<file path="config.mk">
export PLATFORM = sky130hd
export DESIGN_NAME = manchester_rcvr
export DESIGN_NICKNAME = d
export VERILOG_FILES = /design/src/rtl/manchester_rcvr.sv
export SDC_FILE = /design/constraint.sdc
export NUM_CORES = 1
export LEC_CHECK = 0
export ABC_CLOCK_PERIOD_IN_PS = 5950
export BUFFER_PORTS_ARGS = -buffer_cell sky130_fd_sc_hd__buf_2
export CORE_AREA = 2 2 77 79
export CTS_CLUSTER_SIZE = 25
export DETAILED_ROUTE_END_ITERATION = 12
export DIE_AREA = 0 0 79 81
export HOLD_SLACK_MARGIN = 0.1
export PLACE_DENSITY = 0.57
export SYNTH_ARGS = -nofsm -noshare
export SYNTH_HDL_FRONTEND = slang
export SYNTH_SLANG_ARGS = --single-unit
export TNS_END_PERCENT = 20
</file>
<file path="constraint.sdc">
create_clock -name clk -period 5.95 [get_ports clk]
set_input_delay 1.19 -clock clk [delete_from_list [all_inputs] [get_ports clk]]
set_output_delay 1.19 -clock clk [all_outputs]
set_load 0.02 [all_outputs]
</file>
<file path="src/rtl/manchester_rcvr.sv">
// -----------------------------------------------------------------------------
// manchester_rcvr
//
// Manchester (IEEE 802.3 polarity) serial receiver. It recovers bit timing from
// the mid-bit transitions of rxd, hunts through the preamble for the
// start-of-frame delimiter, then assembles payload bytes (LSB first) and
// presents each one as a single-cycle strobe.
//
// Parameters
//   CLK_FREQ   system clock frequency in Hz
//   BAUD       bit rate in Hz; CLK_FREQ/BAUD must be at least 4
//   SFD        start-of-frame delimiter byte
//
// Ports
//   clk         in   1  system clock, rising edge
//   rst         in   1  asynchronous, active-high reset
//   rxd         in   1  serial line, asynchronous to clk, idles high
//   data        out  8  last received payload byte, held until the next strobe
//   data_valid  out  1  one-cycle strobe per payload byte
//   cardet      out  1  carrier detect, high while a frame is in progress
//   eof         out  1  one-cycle strobe when the line goes idle after carrier
//   error       out  1  one-cycle strobe on a glitch or a partial final byte
// -----------------------------------------------------------------------------
module manchester_rcvr #(
  parameter int         CLK_FREQ = 100_000_000,
  parameter int         BAUD     = 25_000_000,
  parameter logic [7:0] SFD      = 8'hD0
) (
  input  logic       clk,
  input  logic       rst,
  input  logic       rxd,
  output logic [7:0] data,
  output logic       data_valid,
  output logic       cardet,
  output logic       eof,
  output logic       error
);

  localparam int BIT_CLKS = CLK_FREQ / BAUD;
  localparam int MID_WIN  = (3 * BIT_CLKS) / 4;
  localparam int EOF_CLKS = (3 * BIT_CLKS) / 2;
  localparam int CNT_W    = $clog2(EOF_CLKS + 1);

  typedef logic [CNT_W-1:0] cnt_t;

  localparam cnt_t MID_WIN_C  = cnt_t'(MID_WIN);
  localparam cnt_t EOF_C      = cnt_t'(EOF_CLKS);
  localparam cnt_t EOF_M1_C   = cnt_t'(EOF_CLKS - 1);
  localparam cnt_t CNT_ONE_C  = cnt_t'(1);

  typedef enum logic [1:0] {
    QUIET = 2'd0,
    IDLE  = 2'd1,
    HUNT  = 2'd2,
    DATA  = 2'd3
  } state_t;

  // Synchronizer and edge-detector registers
  logic sync1_q;
  logic sync2_q;
  logic line_q;

  // Control and datapath registers
  state_t     state_q,  state_d;
  cnt_t       cnt_q,    cnt_d;
  logic       first_q,  first_d;
  logic       bnd_q,    bnd_d;
  logic [7:0] win_q,    win_d;
  logic [7:0] shift_q,  shift_d;
  logic [2:0] bitcnt_q, bitcnt_d;
  logic [7:0] data_q,   data_d;
  logic       dv_q,     dv_d;
  logic       cardet_q, cardet_d;
  logic       eof_q,    eof_d;
  logic       err_q,    err_d;

  // Combinational helpers
  logic       edge_w;
  logic       fall_w;
  logic       mid_ok_w;
  cnt_t       cnt_inc_w;
  logic [7:0] win_shift_w;
  logic [7:0] byte_shift_w;

  // ---------------------------------------------------------------------------
  // Stage 0/1: two-flop synchronizer. Preset high so that releasing reset on an
  // idle line never looks like a falling edge.
  // Stage 2: registered copy of the synchronized line for edge detection.
  // ---------------------------------------------------------------------------
  always_ff @(posedge clk or posedge rst) begin
    if (rst) begin
      sync1_q <= 1'b1;
      sync2_q <= 1'b1;
      line_q  <= 1'b1;
    end else begin
      sync1_q <= rxd;
      sync2_q <= sync1_q;
      line_q  <= sync2_q;
    end
  end

  // An edge is a difference between the newest synchronized sample and the
  // previous one; the newest sample is also the decoded bit value, because the
  // mid-bit transition of a 1 is rising and of a 0 is falling.
  assign edge_w = sync2_q ^ line_q;
  assign fall_w = line_q & ~sync2_q;

  // The first edge after carrier pickup has no timing reference, so it is taken
  // as mid-bit whatever the timer says.
  assign mid_ok_w = edge_w & (first_q | (cnt_q >= MID_WIN_C));

  // The timer saturates so it cannot wrap back into the mid-bit window.
  assign cnt_inc_w = (cnt_q == EOF_C) ? cnt_q : cnt_q + CNT_ONE_C;

  assign win_shift_w  = {sync2_q, win_q[7:1]};
  assign byte_shift_w = {sync2_q, shift_q[7:1]};

  // ---------------------------------------------------------------------------
  // Stage 3: FSM state and output registers
  // ---------------------------------------------------------------------------
  always_ff @(posedge clk or posedge rst) begin
    if (rst) begin
      state_q  <= QUIET;
      cnt_q    <= '0;
      first_q  <= 1'b0;
      bnd_q    <= 1'b0;
      win_q    <= '0;
      shift_q  <= '0;
      bitcnt_q <= '0;
      data_q   <= '0;
      dv_q     <= 1'b0;
      cardet_q <= 1'b0;
      eof_q    <= 1'b0;
      err_q    <= 1'b0;
    end else begin
      state_q  <= state_d;
      cnt_q    <= cnt_d;
      first_q  <= first_d;
      bnd_q    <= bnd_d;
      win_q    <= win_d;
      shift_q  <= shift_d;
      bitcnt_q <= bitcnt_d;
      data_q   <= data_d;
      dv_q     <= dv_d;
      cardet_q <= cardet_d;
      eof_q    <= eof_d;
      err_q    <= err_d;
    end
  end

  always_comb begin
    state_d  = state_q;
    cnt_d    = cnt_inc_w;
    first_d  = first_q;
    bnd_d    = bnd_q;
    win_d    = win_q;
    shift_d  = shift_q;
    bitcnt_d = bitcnt_q;
    data_d   = data_q;
    dv_d     = 1'b0;
    cardet_d = cardet_q;
    eof_d    = 1'b0;
    err_d    = 1'b0;

    case (state_q)
      // Wait for the line to sit high long enough that we are not re-arming in
      // the middle of someone else's frame. Any low sample restarts the count.
      QUIET: begin
        cardet_d = 1'b0;
        if (!line_q) begin
          cnt_d = '0;
        end else if (cnt_q >= EOF_M1_C) begin
          cnt_d   = '0;
          state_d = IDLE;
        end else begin
          cnt_d = cnt_q + CNT_ONE_C;
        end
      end

      // The falling edge out of idle is the leading bit boundary of the first
      // preamble bit (a 1 starts low).
      IDLE: begin
        cnt_d = '0;
        if (fall_w) begin
          state_d  = HUNT;
          cardet_d = 1'b1;
          cnt_d    = CNT_ONE_C;
          first_d  = 1'b1;
          bnd_d    = 1'b0;
          win_d    = '0;
        end
      end

      HUNT, DATA: begin
        if (edge_w) begin
          if (mid_ok_w) begin
            cnt_d   = CNT_ONE_C;
            first_d = 1'b0;
            bnd_d   = 1'b0;
            if (state_q == HUNT) begin
              win_d = win_shift_w;
              if (win_shift_w == SFD) begin
                state_d  = DATA;
                bitcnt_d = '0;
              end
            end else begin
              shift_d  = byte_shift_w;
              bitcnt_d = bitcnt_q + 3'd1;
              if (bitcnt_q == 3'd7) begin
                data_d = byte_shift_w;
                dv_d   = 1'b1;
              end
            end
          end else if (bnd_q) begin
            // Two early edges within one bit cannot be valid Manchester.
            err_d    = 1'b1;
            cardet_d = 1'b0;
            cnt_d    = '0;
            state_d  = QUIET;
          end else begin
            // Bit-boundary edge between equal bits: note it, keep timing from
            // the last mid-bit edge.
            bnd_d = 1'b1;
          end
        end else if (cnt_q == EOF_C) begin
          eof_d    = 1'b1;
          cardet_d = 1'b0;
          state_d  = IDLE;
          if ((state_q == DATA) && (bitcnt_q != 3'd0)) begin
            err_d = 1'b1;
          end
        end
      end

      default: begin
        state_d = QUIET;
      end
    endcase
  end

  assign data       = data_q;
  assign data_valid = dv_q;
  assign cardet     = cardet_q;
  assign eof        = eof_q;
  assign error      = err_q;

endmodule
</file>
**Word level (Yosys, flattened, before mapping)**

Index checks and enable logic that the tools add are counted.

- Register bits after elaboration: 41
- Output and inout port bits: 12
- Bits of input ports: 3

- $lt $le $gt $ge: 2
- Reduce and logical (&&, ||, !) cells: 13
- Bitwise gates (word level): 6
- $add $sub $neg: 2
- Equal/unequal tests: 19
- Multiplexer cells: 52

Operators by type and width:

| kind | number |
|---|---|
| 2-to-1 mux 8 bit | 4 |
| 2-to-1 mux 1 bit | 25 |
| 2-to-1 mux 3 bit | 8 |
| 2-to-1 mux 2 bit | 9 |
| case mux 8 bit (2 select lines) | 1 |
| AND reduction 4 bit | 4 |
| inequality test 2 bit (second input constant) | 6 |
| inequality test 4 bit (second input constant) | 3 |
| AND reduction 5 bit | 2 |
| inequality test 3 bit (second input constant) | 3 |
| case mux 3 bit (3 select lines) | 1 |
| == test 8 bit (second input constant) | 1 |
| AND reduction 7 bit | 1 |
| adder 3 x 1 -> 3 bit (second input constant) | 2 |
| == test 3 bit (second input constant) | 2 |
| case mux 2 bit (3 select lines) | 1 |
| == test 2 bit (second input constant) | 2 |
| case mux 1 bit (2 select lines) | 2 |
| greater-or-equal comparator 3 x 2 -> 1 bit (second input constant) | 1 |
| greater-or-equal comparator 3 bit (second input constant) | 1 |
| case mux 1 bit (3 select lines) | 1 |
| AND reduction 3 bit | 1 |
| nonzero test 3 bit | 1 |
| AND 1 bit | 2 |
| other kinds (9) | 10 |

**Logic depth before layout (Yosys ltp)**

Gate-level depths: netlist (run 1).

- Word-level depth: 6
- Depth in mapped cells: 8
- Depth with buffers taken out: 7

**Worst setup path after synthesis (run 1)**

OpenSTA, ideal clock, no wires.

- Kind: flip-flop to flip-flop
- Start point: register cnt_q[0]
- End point: register data_q[0], in the netlist data[0]
- Data arrival time: 2.164 ns
- Setup time: 0.125 ns
- Required time: 5.825 ns
- Path buffers: 2
- Stages on the path, launching flop included: 9
- Clock period less this slack: 2.289 ns
- Setup slack: 3.661 ns
- Cells stage by stage: dfrtp_1 > ha_1 > ha_1 > a2111o_1 > and3_1 > buf_6 > and2_4 > buf_6 > mux2_4

- Word-level cells in the longest chain between the ends: 4

Ends and longest elaborated chain:

| element | line | source |
|---|---|---|
| from (decl) | 65 | `cnt_t cnt_q, cnt_d;` |
| from (signal assigned) | 137 | `cnt_q <= cnt_d;` |
| greater-or-equal comparator 3 x 2 -> 1 bit | 110 | `assign mid_ok_w = edge_w & (first_q \| (cnt_q >= MID_WIN_C));` |
| bitwise OR 1 bit | 110 |  |
| AND 1 bit | 110 |  |
| AND reduction 5 bit (no line) | -- |  |
| to (signal assigned) | 143 | `data_q <= data_d;` |
| to (decl) | 71 | `logic [7:0] data_q, data_d;` |

Every way passes these cells.
A chain may end at the register's enable or synchronous reset.

**Final worst setup path (run 1)**

- Start point: register cnt_q[0]
- End point: register state_q[1]

- Word-level cells in the longest chain between the ends: 6
- Elaborated cells on any way between the ends: 14
- Classes of those cells: order compare: 2; eq/ne: 6; mux: 3; bitwise: 2; reduce/logical: 1

Ends and longest elaborated chain:

| element | line | source |
|---|---|---|
| greater-or-equal comparator 3 x 2 -> 1 bit | 110 |  |
| bitwise OR 1 bit | 110 |  |
| AND 1 bit | 110 |  |
| 2-to-1 mux 2 bit | 196 | `if (mid_ok_w) begin` |
| 2-to-1 mux 2 bit | 195 | `if (edge_w) begin` |
| case mux 2 bit (3 select lines) | 165 | `case (state_q)` |
| to (signal assigned) | 136 | `state_q <= state_d;` |
| to (decl) | 64 | `state_t state_q, state_d;` |

Several ways; a longest one is shown, not always the timed one.

==> out/summary.log, run 1 <==
[synthesis] top cell type's share of synthesized area 47.1%
[clock_tree] maximum level of the CTS H-tree 2
[timing] setup repair after global routing missed its margin false
[finish] count of non-filler cells in the finished layout 269
[setup_path] Critical Path, Cell by Cell ha_1 -> ha_1 -> a2111o_1 -> a2111oi_0 -> nand4b_1 -> o21ai_0
[drt] violation count after the first detailed-route iteration 61
[drt] mean number of vias per cell 4.86
[pwr] cell area power density 431 nW/um^2
[setup_path] CP max stage cell sky130_fd_sc_hd__a2111oi_0
[synthesis] largest area contributor in the synthesized netlist sky130_fd_sc_hd__dfrtp_1
[drt] TritonRoute pass-1 iters 4
[global_routing] total global routing overflow 0
[global_routing] via count of the first global-routing pass 1235
[synthesis] Mapped Avg Cell Area 10.9 um^2
[drt] antenna viol nets, final 0
[clock_tree] hold bufs inserted after CTS 0
[clock_tree] clock tree from TritonCTS done
[timing] max-slew violation count 0
[pwr] worst-case vdd ir drop 0.146 mV
[setup_path] Setup crit start kind flop
[timing] worst max-slew margin expressed relative to the limit 55.3%
[floorplan] die area 6400 um^2
[timing] Final Hold Viols 0
[pwr] power share of the combinational group 32.5%
[finish] layout cells sized above 1 22.2%
[timing] final total negative setup slack 0 ns
[pwr] PnR Total Power 944 uW
[floorplan] row count 28
[finish] commonest cells after routing, fill and taps aside sky130_fd_sc_hd__dfrtp_1, sky130_fd_sc_hd__nand2_1, sky130_fd_sc_hd__o21ai_0
[finish] synthesis-to-layout area growth 14.4%
[clock_tree] clock-pin slew reported for the worst setup and hold paths after clock tree synthesis 0.08 ns
[setup_path] CP endpoint kind flop
[placed_design] instance area at placement 2050 um^2
[pwr] net switching share of the total power 36.5%
[global_routing] largest net degree at the start of global routing 40
[floorplan] ports placed on the boundary 15
[timing] Worst Max-Slew Pin Slew 0.654 ns
[global_routing] total routing usage reported by global routing 12.1%
[global_routing] number of antenna violations at the first check in global routing 0
[floorplan] vertical extent of the die 81 um
[setup_path] Worst path max stage delay 0.64 ns
[clock_tree] Post-CTS Resized 0
[synthesis] post-synthesis instance area 1910 um^2
[clock_tree] Post CTS Setup Buffer Count 0
[min_path] worst min path class flop to flop
[finish] filler cell count in the final layout 575
[placed_design] placed wire-length estimate after detailed placement 2550 um
[placed_design] placed insts 261
[synthesis] post-synth cell types 33
[placed_design] number of port buffers 14
[synthesis] largest cells by area after synthesis sky130_fd_sc_hd__dfrtp_1, sky130_fd_sc_hd__ha_1, sky130_fd_sc_hd__mux2_4
[pwr] clock group share of total power 28.3%
[drt] Total Wirelength 3530 um
[clock_tree] clock buffer count from CTS 5
[pwr] portion of total power attributed to sequential cells 39.3%
[setup_path] required time at the endpoint of the critical path 6.12 ns
[setup_path] Setup Crit Path Kind flop to flop
[timing] Period Utilization, post-route 41.6%
[setup_path] crit-path leading delay family compound AO/OA/AOI/OAI gates
[synthesis] number of warnings printed during yosys synthesis 0
[drt] detail-routed net length per standard cell 13.1 um
[floorplan] die width 79 um
[flow_run] # Max-Cap Violations 0
[pwr] net switching power 345 uW
[pwr] static leakage 1.05 nW
[pwr] internal power 599 uW
[drt] DR DRC count 0
[clock_tree] clock latency on the worst-skew pair 0.29 ns
[finish] commonest non-fill, non-tap cell in the layout sky130_fd_sc_hd__dfrtp_1
[global_routing] first-pass GRT wire length 6040 um
[clock_tree] buffer cell driving the clock tree root sky130_fd_sc_hd__clkbuf_8
[finish] net count reported at finish 210
[synthesis] number of synthesized register bits 39
[setup_path] buffers plus inverters on the worst setup path 0
[setup_path] Arrival @ worst endpoint 2.65 ns
[timing] final critical-path required period 2.48 ns
[clock_tree] buffers from clock root to sink, at most 2
[synthesis] post-synthesis instance total 175
[drt] DR vias 1307
[floorplan] Starting Density 33.7%
[setup_path] critical path peak fanout 8
[status] outcome complete, no violations
[synthesis] share of synthesized area occupied by flip-flops and latches 51.2%
[timing] Clock Skew 0.00717 ns
[synthesis] Mapped Nets 192
[clock_tree] Sinks on Clock Net 39
[setup_path] cell seen most often among critical-path stages sky130_fd_sc_hd__ha_1
[finish] share of the core filled with cells 38.6%
[placed_design] Final GP Congestion 0.854
[floorplan] core region area 5680 um^2
[finish] summed area of non-filler cells in the final layout 2190 um^2
[timing] setup violation total in the final timing report 0
[timing] maximum frequency from static timing analysis 404 MHz
[finish] antenna cell count 0
-- per-layer routing --
metal,global-route usage [%],vias up,wire [um]
li1,-,644,-
met1,16.3,638,1760
met2,19.2,20,1600
met3,3.00,5,124
met4,4.14,0,45
met5,0,-,0
-- cell usage after synthesis --
master and instances:
sky130_fd_sc_hd__o21ai_0 21, sky130_fd_sc_hd__nor2b_1 4, sky130_fd_sc_hd__o31ai_1 2, sky130_fd_sc_hd__nor3_1 2
sky130_fd_sc_hd__nand2b_1 2, sky130_fd_sc_hd__buf_6 2, sky130_fd_sc_hd__nand3b_1 1, sky130_fd_sc_hd__clkbuf_1 1
sky130_fd_sc_hd__xnor2_1 1, sky130_fd_sc_hd__mux2_2 7, sky130_fd_sc_hd__dfstp_2 3, sky130_fd_sc_hd__nand2_1 22
sky130_fd_sc_hd__nand4b_1 2, sky130_fd_sc_hd__inv_1 14, sky130_fd_sc_hd__mux2_4 8, sky130_fd_sc_hd__nor4_1 1
sky130_fd_sc_hd__and3_1 2, sky130_fd_sc_hd__ha_1 14, sky130_fd_sc_hd__a22oi_1 1, sky130_fd_sc_hd__a2111o_1 1
sky130_fd_sc_hd__a2111oi_0 2, sky130_fd_sc_hd__o2111ai_1 1, sky130_fd_sc_hd__o22ai_1 1, sky130_fd_sc_hd__buf_2 1
sky130_fd_sc_hd__dfrtp_1 36, sky130_fd_sc_hd__or4b_1 1, sky130_fd_sc_hd__a22o_1 1, sky130_fd_sc_hd__nor2_1 7
sky130_fd_sc_hd__nand3_1 5, sky130_fd_sc_hd__a21oi_1 5, sky130_fd_sc_hd__a31oi_1 2, sky130_fd_sc_hd__and2_4 1
sky130_fd_sc_hd__or2_2 1
-- kinds of logic after synthesis --
family                   share of synthesized area (%)
AND/OR/NAND/NOR                                   13.1
multiplexers                                      10.4
buffers and inverters                             4.38
XOR/XNOR                                         0.458
flip-flops                                        51.2
AO/OA/AOI/OAI                                     11.4
adder cells (fa/ha/maj)                           9.15
-- state kept, by name (all words and copies together) (netlist names), 2 cells and up --
signal / count
state_q: 2
data: 8
bitcnt_q: 3
shift_q: 7
cnt_q: 3
win_q: 7
-- stage by stage --
step	setup slack, ns	hold WS, ns
3_3_place_gp	3.50	0.361
4_1_cts	3.48	0.371
5_1_grt	3.15	0.376
2_1_floorplan	3.66	0.345
6_report	3.47	0.372
3_5_place_dp	3.50	0.360
-- path summary, 6_finish.rpt --
check                              start         end  slack [ns]  cells after the start
worst max-delay path            cnt_q[0]  state_q[1]        3.47                      6
worst min-delay path             sync1_q     sync2_q        0.37                      0
worst max register to register  cnt_q[0]  state_q[1]        3.47                      6
worst min register to register   sync1_q     sync2_q        0.37                      0
max in group asynchronous            rst     sync2_q        4.57                      3
min in group asynchronous            rst     data[6]        1.00                      3
-- power groups by stage --
stage          combinational (mW)  sequential, mW  clock (mW)
2_1_floorplan               0.242           0.364           0
3_5_place_dp                0.305           0.375           0
4_1_cts                     0.306           0.370       0.272
6_report                    0.306           0.370       0.267
5_1_grt                     0.352           0.382       0.282
3_3_place_gp                0.305           0.374           0
-- final cells by class --
cell class / instances / area [um^2] / share of cell area (%)
Clock buffer: 5 / 68.8 / 3.14
Sequential cell: 39 / 980 / 44.7
Tap cell: 75 / 93.8 / 4.28
Clock inverter: 3 / 67.6 / 3.08
Inverter: 14 / 52.6 / 2.40
Multi-Input combinational cell: 118 / 851 / 38.8
Timing Repair Buffer: 15 / 77.6 / 3.54
-- worst reg2reg max path, delay by kind of cell, from the launching register on --
family                     cells  cell delay, ns
AOI/OAI and AO/OA              3            1.24
DFF                            1            0.47
adders and majority gates      2            0.44
and+or+nand+nor                1            0.22
Note: power is estimated with default switching activity, not from simulation.
==> run 2: changes to the inputs <==
ABC_AREA = 1   (was default)
ABC_CLOCK_PERIOD_IN_PS = 2350   (was 5950)
CORE_AREA = 2 2 78 80   (was 2 2 77 79)
DIE_AREA = 0 0 80 82   (was 0 0 79 81)
PLACE_DENSITY = 0.56   (was 0.57)
clock period = 2.35 ns   (was 5.95 ns; I/O delays follow)
==> out/summary.log, run 2 <==
[status] outcome complete, no violations
[timing] Period Utilization, post-route 90.3% [+49 points]
[global_routing] total routing usage reported by global routing 12.3% [+0.12 points]
[clock_tree] Post-CTS Resized 0 [unchanged]
[timing] worst max-slew margin expressed relative to the limit 67.5% [+12 points]
[clock_tree] Post CTS Setup Buffer Count 0 [unchanged]
[global_routing] via count of the first global-routing pass 1368 [+11%]
[finish] commonest non-fill, non-tap cell in the layout sky130_fd_sc_hd__nand2_1
[synthesis] most used standard cell by instance count after synthesis sky130_fd_sc_hd__nand2_1
[setup_path] Setup Crit Path Kind flop to flop
[floorplan] core region area 5750 um^2 [+1.2%]
[finish] layout cells sized above 1 18.1% [-4.1 points]
[drt] TritonRoute pass-1 iters 4 [unchanged]
[global_routing] largest net degree at the start of global routing 40 [unchanged]
[synthesis] largest area contributor in the synthesized netlist sky130_fd_sc_hd__dfrtp_1
[synthesis] number of synthesized register bits 39 [unchanged]
[synthesis] post-synthesis instance total 216 [+23%]
[timing] max-slew violation count 0 [unchanged]
[synthesis] top cell type's share of synthesized area 46.5% [-0.61 points]
[global_routing] number of antenna violations at the first check in global routing 0 [unchanged]
[finish] synthesis-to-layout area growth 13.3%
[placed_design] number of port buffers 14 [unchanged]
[global_routing] first-pass GRT wire length 6140 um [+1.6%]
[global_routing] total global routing overflow 0 [unchanged]
[timing] Worst Max-Slew Pin Slew 0.487 ns [-0.166 ns]
[synthesis] most instantiated flip-flop cell in the synthesis netlist sky130_fd_sc_hd__dfrtp_1
[timing] Clock Skew 0.00845 ns [+0.00128 ns]
[drt] DR DRC count 0 [unchanged]
[drt] Total Wirelength 3440 um [-2.7%]
[pwr] static leakage 1.12 nW [+6.5%]
[synthesis] Mapped Nets 233 [+21%]
[floorplan] Starting Density 33.8% [about the same]
[synthesis] post-synth cell types 26 [-21%]
[floorplan] row count 28 [unchanged]
[setup_path] Setup crit start kind flop
[min_path] worst min path class primary input to flop
[placed_design] placed wire-length estimate after detailed placement 2510 um [-1.6%]
[setup_path] required time at the endpoint of the critical path 2.53 ns [-3.59 ns]
[floorplan] vertical extent of the die 82 um [+1.2%]
[clock_tree] maximum level of the CTS H-tree 2 [unchanged]
[floorplan] die area 6560 um^2 [+2.5%]
[finish] net count reported at finish 254 [+21%]
[clock_tree] buffer cell driving the clock tree root sky130_fd_sc_hd__clkbuf_8
[setup_path] Arrival @ worst endpoint 2.30 ns [-0.35 ns]
[finish] max reg flops 8 [unchanged]
[synthesis] largest cells by area after synthesis sky130_fd_sc_hd__dfrtp_1, sky130_fd_sc_hd__nand2_1, sky130_fd_sc_hd__ha_1
[setup_path] CP endpoint kind flop
[drt] detail-routed net length per standard cell 11.0 um [-16%]
[finish] antenna cell count 0 [unchanged]
[drt] violation count after the first detailed-route iteration 124 [+100%]
[clock_tree] clock latency on the worst-skew pair 0.30 ns [about the same]
[timing] final hold slack 0.265 ns [-0.107 ns]
[clock_tree] Sinks on Clock Net 39 [unchanged]
[synthesis] share of synthesized area occupied by flip-flops and latches 50.5% [-0.66 points]
[clock_tree] clock-pin slew reported for the worst setup and hold paths after clock tree synthesis 0.08 ns [about the same]
[timing] Final Hold Viols 0 [unchanged]
[timing] final critical-path required period 2.12 ns [-0.356 ns]
[floorplan] die width 80 um [+1.3%]
[setup_path] critical path peak fanout 17 [+9]
[clock_tree] clock buffer count from CTS 5 [unchanged]
[clock_tree] buffers from clock root to sink, at most 2 [unchanged]
[drt] mean number of vias per cell 4.50 [-7.4%]
[pwr] cell area power density 1060 nW/um^2 [+150%]
[timing] setup violation total in the final timing report 0 [unchanged]
[floorplan] ports placed on the boundary 15 [unchanged]
[synthesis] async set-or-reset flop fraction in the synthesized netlist 100% [unchanged]
[synthesis] post-synthesis instance area 1940 um^2 [+1.3%]
[synthesis] EDFF count, synth 0 [unchanged]
[timing] final total negative setup slack 0 ns [unchanged]
[timing] setup repair after global routing missed its margin false
[timing] maximum frequency from static timing analysis 471 MHz [+17%]
[synthesis] number of warnings printed during yosys synthesis 0 [unchanged]
[flow_run] # Max-Cap Violations 0 [unchanged]
[synthesis] list of most frequent post-synthesis cells sky130_fd_sc_hd__nand2_1, sky130_fd_sc_hd__dfrtp_1, sky130_fd_sc_hd__inv_1, sky130_fd_sc_hd__o21ai_0
[placed_design] Final GP Congestion 0.810 [-5.1%]
[clock_tree] clock tree from TritonCTS done
[drt] DR vias 1408 [+7.7%]
[drt] antenna viol nets, final 0 [unchanged]
[clock_tree] hold bufs inserted after CTS 0 [unchanged]
[finish] commonest cells after routing, fill and taps aside sky130_fd_sc_hd__nand2_1, sky130_fd_sc_hd__dfrtp_1, sky130_fd_sc_hd__inv_1
[synthesis] Mapped Avg Cell Area 8.98 um^2 [-18%]
[pwr] worst-case vdd ir drop 0.394 mV [+170%]
run 2: cell types whose count changed in the layout (fill, tap and decap cells not counted), sizes merged, moves of 7 or more:
cell / before / now
nand3: 5 / 17
mux2: 15 / 0
inv: 14 / 30
nand2: 22 / 59
nor2: 7 / 14
o21ai: 21 / 30
run 2: final timing paths:
| kind | slack (ns) | to | cells past startpoint | startpoint |
|---|---|---|---|---|
| worst min register to register | 0.36 | sync2_q | 0 | sync1_q |
| max in group asynchronous | 1.71 | line_q | 3 | rst |
| worst max-delay path | 0.23 | data[5] | 8 | sync2_q |
| min in group asynchronous | 0.27 | shift_q[1] | 3 | rst |
| worst min-delay path | 0.26 | sync1_q | 1 | rxd |
| worst max register to register | 0.23 | data[5] | 8 | sync2_q |
run 2: worst max-delay path, cell delays in order (launching register included):
cell                      delay, ns
sky130_fd_sc_hd__dfstp_2       0.57
sky130_fd_sc_hd__inv_1         0.07
sky130_fd_sc_hd__ha_1          0.34
sky130_fd_sc_hd__inv_1         0.22
sky130_fd_sc_hd__nand3_4       0.11
sky130_fd_sc_hd__nor2_4        0.28
sky130_fd_sc_hd__nand2_4       0.22
sky130_fd_sc_hd__nand2_1       0.13
sky130_fd_sc_hd__o21ai_2       0.06
run 2: where the power goes:
part | internal, mW | switching [mW]
Combinational | 0.295 | 0.616
Sequential | 0.822 | 0.112
Clock | 0.240 | 0.246
run 2: logic make-up (layout without fill, tap and decap cells):
kind of cell	after synthesis	count (layout)	share of synthesized area, %
AOI/OAI and AO/OA	36	36	11.3
adders and majority gates	14	14	9.03
buffers and inverters	33	55	7.35
DFF	39	39	50.5
and+or+nand+nor	94	94	21.8
run 2: final cells by class:
cell class,instances,area [um^2]
clock inverters,2,16.3
fillers,583,3550
multi-input cells,144,817
repair buffers,17,92.6
clock buffers,6,82.6
flip-flops and latches,39,980
well taps,75,93.8
inverters,30,115
run 2: routing by layer:
layer | wire [um] | GRT usage (%) | vias to the layer above
li1 | - | - | 730
met3 | 167 | 3.96 | 7
met2 | 1480 | 18.6 | 31
met4 | 63 | 5.42 | 0
met5 | 0 | 0 | -
met1 | 1720 | 16.0 | 640
run 2: per-stage QoR:
step / worst slack [ns] / instance area [um^2] / cells / utilization [%] / total power, mW
global placement: 0.279 / 2100 / 305 / 36.5 / 1.86
detailed placement: 0.246 / 2100 / 305 / 36.5 / 1.86
finish: 0.229 / 2200 / 313 / 38.2 / 2.33
global route: 0.0194 / 2200 / 313 / 38.2 / 2.56
CTS: 0.215 / 2200 / 313 / 38.2 / 2.36
floorplan: 0.481 / 1940 / 216 / - / 1.66
==> run 3: changes to the inputs <==
PLACE_DENSITY = 0.54   (was 0.56)
==> out/summary.log, run 3 (synthesis gave the netlist of run 2 again) <==
[clock_tree] buffer cell driving the clock tree root sky130_fd_sc_hd__clkbuf_8
[pwr] power share of the combinational group 39.4% [+0.3 points]
[setup_path] required time at the endpoint of the critical path 2.56 ns [+0.03 ns]
[status] outcome complete, no violations
[setup_path] crit-path leading delay family flip-flops
[drt] DR DRC count 0 [unchanged]
[setup_path] Setup Crit Path Kind flop to flop
[drt] detail-routed net length per standard cell 11.6 um [+5.6%]
[clock_tree] clock buffer count from CTS 5 [unchanged]
[finish] count of non-filler cells in the finished layout 315 [+0.64%]
[floorplan] die width 80 um [unchanged]
[clock_tree] Sinks on Clock Net 39 [unchanged]
[timing] setup violation total in the final timing report 0 [unchanged]
[clock_tree] clock tree from TritonCTS done
[setup_path] Setup crit start kind flop
[global_routing] via count of the first global-routing pass 1383 [+1.1%]
[floorplan] die area 6560 um^2 [unchanged]
[finish] commonest non-fill, non-tap cell in the layout sky130_fd_sc_hd__nand2_1
[min_path] startpoint of the worst hold path rxd
[drt] TritonRoute pass-1 iters 4 [unchanged]
[timing] final total negative setup slack 0 ns [unchanged]
[finish] layout cells sized above 1 19.2% [+1.1 points]
[finish] synthesis-to-layout area growth 14.1%
[setup_path] FF-to-FF End win_q[3]
[placed_design] Final GP Congestion 0.829 [+2.3%]
[pwr] worst-case vdd ir drop 0.416 mV [+5.5%]
[global_routing] first-pass GRT wire length 6470 um [+5.3%]
[placed_design] number of port buffers 14 [unchanged]
[pwr] internal power 1.37 mW [+0.96%]
[finish] max reg flops 8 [unchanged]
[floorplan] Starting Density 33.8% [unchanged]
[setup_path] buffers plus inverters on the worst setup path 2 [unchanged]
[setup_path] Arrival @ worst endpoint 2.23 ns [-0.07 ns]
[pwr] clock group share of total power 20.8% [about the same]
[timing] maximum frequency from static timing analysis 494 MHz [+4.9%]
[drt] mean number of vias per cell 4.45 [-1.1%]
[setup_path] CP max stage cell sky130_fd_sc_hd__dfstp_2
[setup_path] CP endpoint kind flop
[finish] net count reported at finish 256 [+0.79%]
[setup_path] Worst path max stage delay 0.57 ns [about the same]
[setup_path] slack of the worst reg-to-reg path 0.33 ns [+0.10 ns]
[clock_tree] clock latency on the worst-skew pair 0.30 ns [about the same]
[floorplan] row count 28 [unchanged]
[placed_design] placed insts 304 [-0.33%]
[placed_design] Post-Place Worst Slack 0.206 ns [-0.0397 ns]
[timing] final critical-path required period 2.02 ns [-0.0982 ns]
[global_routing] largest net degree at the start of global routing 40 [unchanged]
[timing] final hold slack 0.262 ns [-0.00312 ns]
[clock_tree] maximum level of the CTS H-tree 2 [unchanged]
[timing] setup repair after global routing missed its margin false
[timing] Final WS setup 0.327 ns [+0.0982 ns]
[timing] worst max-slew margin expressed relative to the limit 67.2% [-0.34 points]
[pwr] portion of total power attributed to sequential cells 39.8% [-0.3 points]
[min_path] Worst Hold Endpoint sync1_q
[global_routing] total routing usage reported by global routing 12.9% [+0.67 points]
[pwr] cell area power density 1070 nW/um^2 [+0.78%]
[flow_run] # Max-Cap Violations 0 [unchanged]
[finish] antenna cell count 0 [unchanged]
[timing] max-slew violation count 0 [unchanged]
[setup_path] Reg2Reg Depth 7 [-1]
[global_routing] number of antenna violations at the first check in global routing 0 [unchanged]
[setup_path] critical path peak fanout 14 [-3]
[min_path] Hold Path Stages 1 [unchanged]
[setup_path] source of the worst register-to-register timing path sync2_q
[pwr] static leakage 1.13 nW [+0.86%]
[drt] DR vias 1402 [-0.43%]
[drt] Total Wirelength 3650 um [+6.3%]
[floorplan] core region area 5750 um^2 [unchanged]
[drt] violation count after the first detailed-route iteration 73 [-41%]
[pwr] net switching power 996 uW [+2.2%]
[clock_tree] buffers from clock root to sink, at most 2 [unchanged]
[timing] Clock Skew 0.0109 ns [+0.00243 ns]
[pwr] net switching share of the total power 42.1% [+0.29 points]
[timing] Final Hold Viols 0 [unchanged]
[clock_tree] clock-pin slew reported for the worst setup and hold paths after clock tree synthesis 0.08 ns [about the same]
[timing] Worst Max-Slew Pin Slew 0.493 ns [+0.00514 ns]
[drt] antenna viol nets, final 0 [unchanged]
[timing] Period Utilization, post-route 86.1% [-4.2 points]
[floorplan] ports placed on the boundary 15 [unchanged]
[setup_path] cell seen most often among critical-path stages sky130_fd_sc_hd__nand2_1
[min_path] worst min path class primary input to flop
[setup_path] Critical Path, Cell by Cell inv_1 -> ha_1 -> inv_2 -> nand2_1 -> nand2_1 -> nand3_2 -> o21ai_0
[placed_design] placed wire-length estimate after detailed placement 2590 um [+3.1%]
[global_routing] total global routing overflow 0 [unchanged]
[finish] share of the core filled with cells 38.5% [+0.26 points]
[floorplan] vertical extent of the die 82 um [unchanged]
[finish] commonest cells after routing, fill and taps aside sky130_fd_sc_hd__nand2_1, sky130_fd_sc_hd__dfrtp_1, sky130_fd_sc_hd__inv_1
[run 3: cell count changes in the layout (fill, tap and decap cells not counted)]
| cell | delta |
|---|---|
| sky130_fd_sc_hd__inv_1 | -1 |
| sky130_fd_sc_hd__buf_4 | +2 |
| sky130_fd_sc_hd__inv_2 | +1 |
[run 3: worst register-to-register path, delay by kind of cell, from the launching register on]
kind | cells | cell delay [ns]
AOI/OAI and AO/OA | 1 | 0.25
adders and majority gates | 1 | 0.35
buffers and inverters | 2 | 0.23
DFF | 1 | 0.57
and+or+nand+nor | 3 | 0.54
[run 3: area by class of cell]
type | instances | area [um^2]
Clock inverter | 2 | 16.3
Tap cell | 75 | 93.8
Clock buffer | 6 | 82.6
Fill cell | 610 | 3530
Timing Repair Buffer | 19 | 108
Multi-Input combinational cell | 144 | 817
Sequential cell | 39 | 980
Inverter | 30 | 115
[run 3: power groups by stage]
stage / Clock [mW] / Combinational (mW) / Sequential (mW)
2_1_floorplan: 0 / 0.715 / 0.943
3_3_place_gp: 0 / 0.911 / 0.950
3_5_place_dp: 0 / 0.912 / 0.951
4_1_cts: 0.509 / 0.922 / 0.940
5_1_grt: 0.541 / 1.08 / 0.960
6_report: 0.492 / 0.932 / 0.941
[run 3: worst max-delay path by stage]
| stage | from | to | slack, ns | depth (start not counted) |
|---|---|---|---|---|
| final | sync2_q | win_q[3] | 0.33 | 7 |
| after global routing | sync2_q | win_q[3] | 0.10 | 7 |
| after CTS | sync2_q | data[4] | 0.19 | 8 |
| after detailed placement | sync2_q | data[1] | 0.21 | 8 |
| after global placement | sync2_q | data[7] | 0.24 | 8 |
| after floorplan | sync2_q | data[0] | 0.48 | 9 |
[run 3: what timing repair did]
item,in CTS,in global routing
endpoints found under the setup margin,0,9
resized for setup,0,1
hold buffers,0,0
setup buffers,0,3
[run 3: layer usage]
layer / global-route usage, % / wire [um] / up-vias
met1: 17.1 / 1880 / 642
met4: 6.10 / 70 / 0
met2: 20.3 / 1590 / 23
li1: - / - / 731
met5: 0 / 0 / -
met3: 2.64 / 117 / 6
[run 3: through the flow]
stage	power [mW]	instance area, um^2
2_1_floorplan	1.66	1940
3_3_place_gp	1.86	2090
3_5_place_dp	1.86	2090
4_1_cts	2.37	2190
5_1_grt	2.59	2210
6_report	2.36	2210
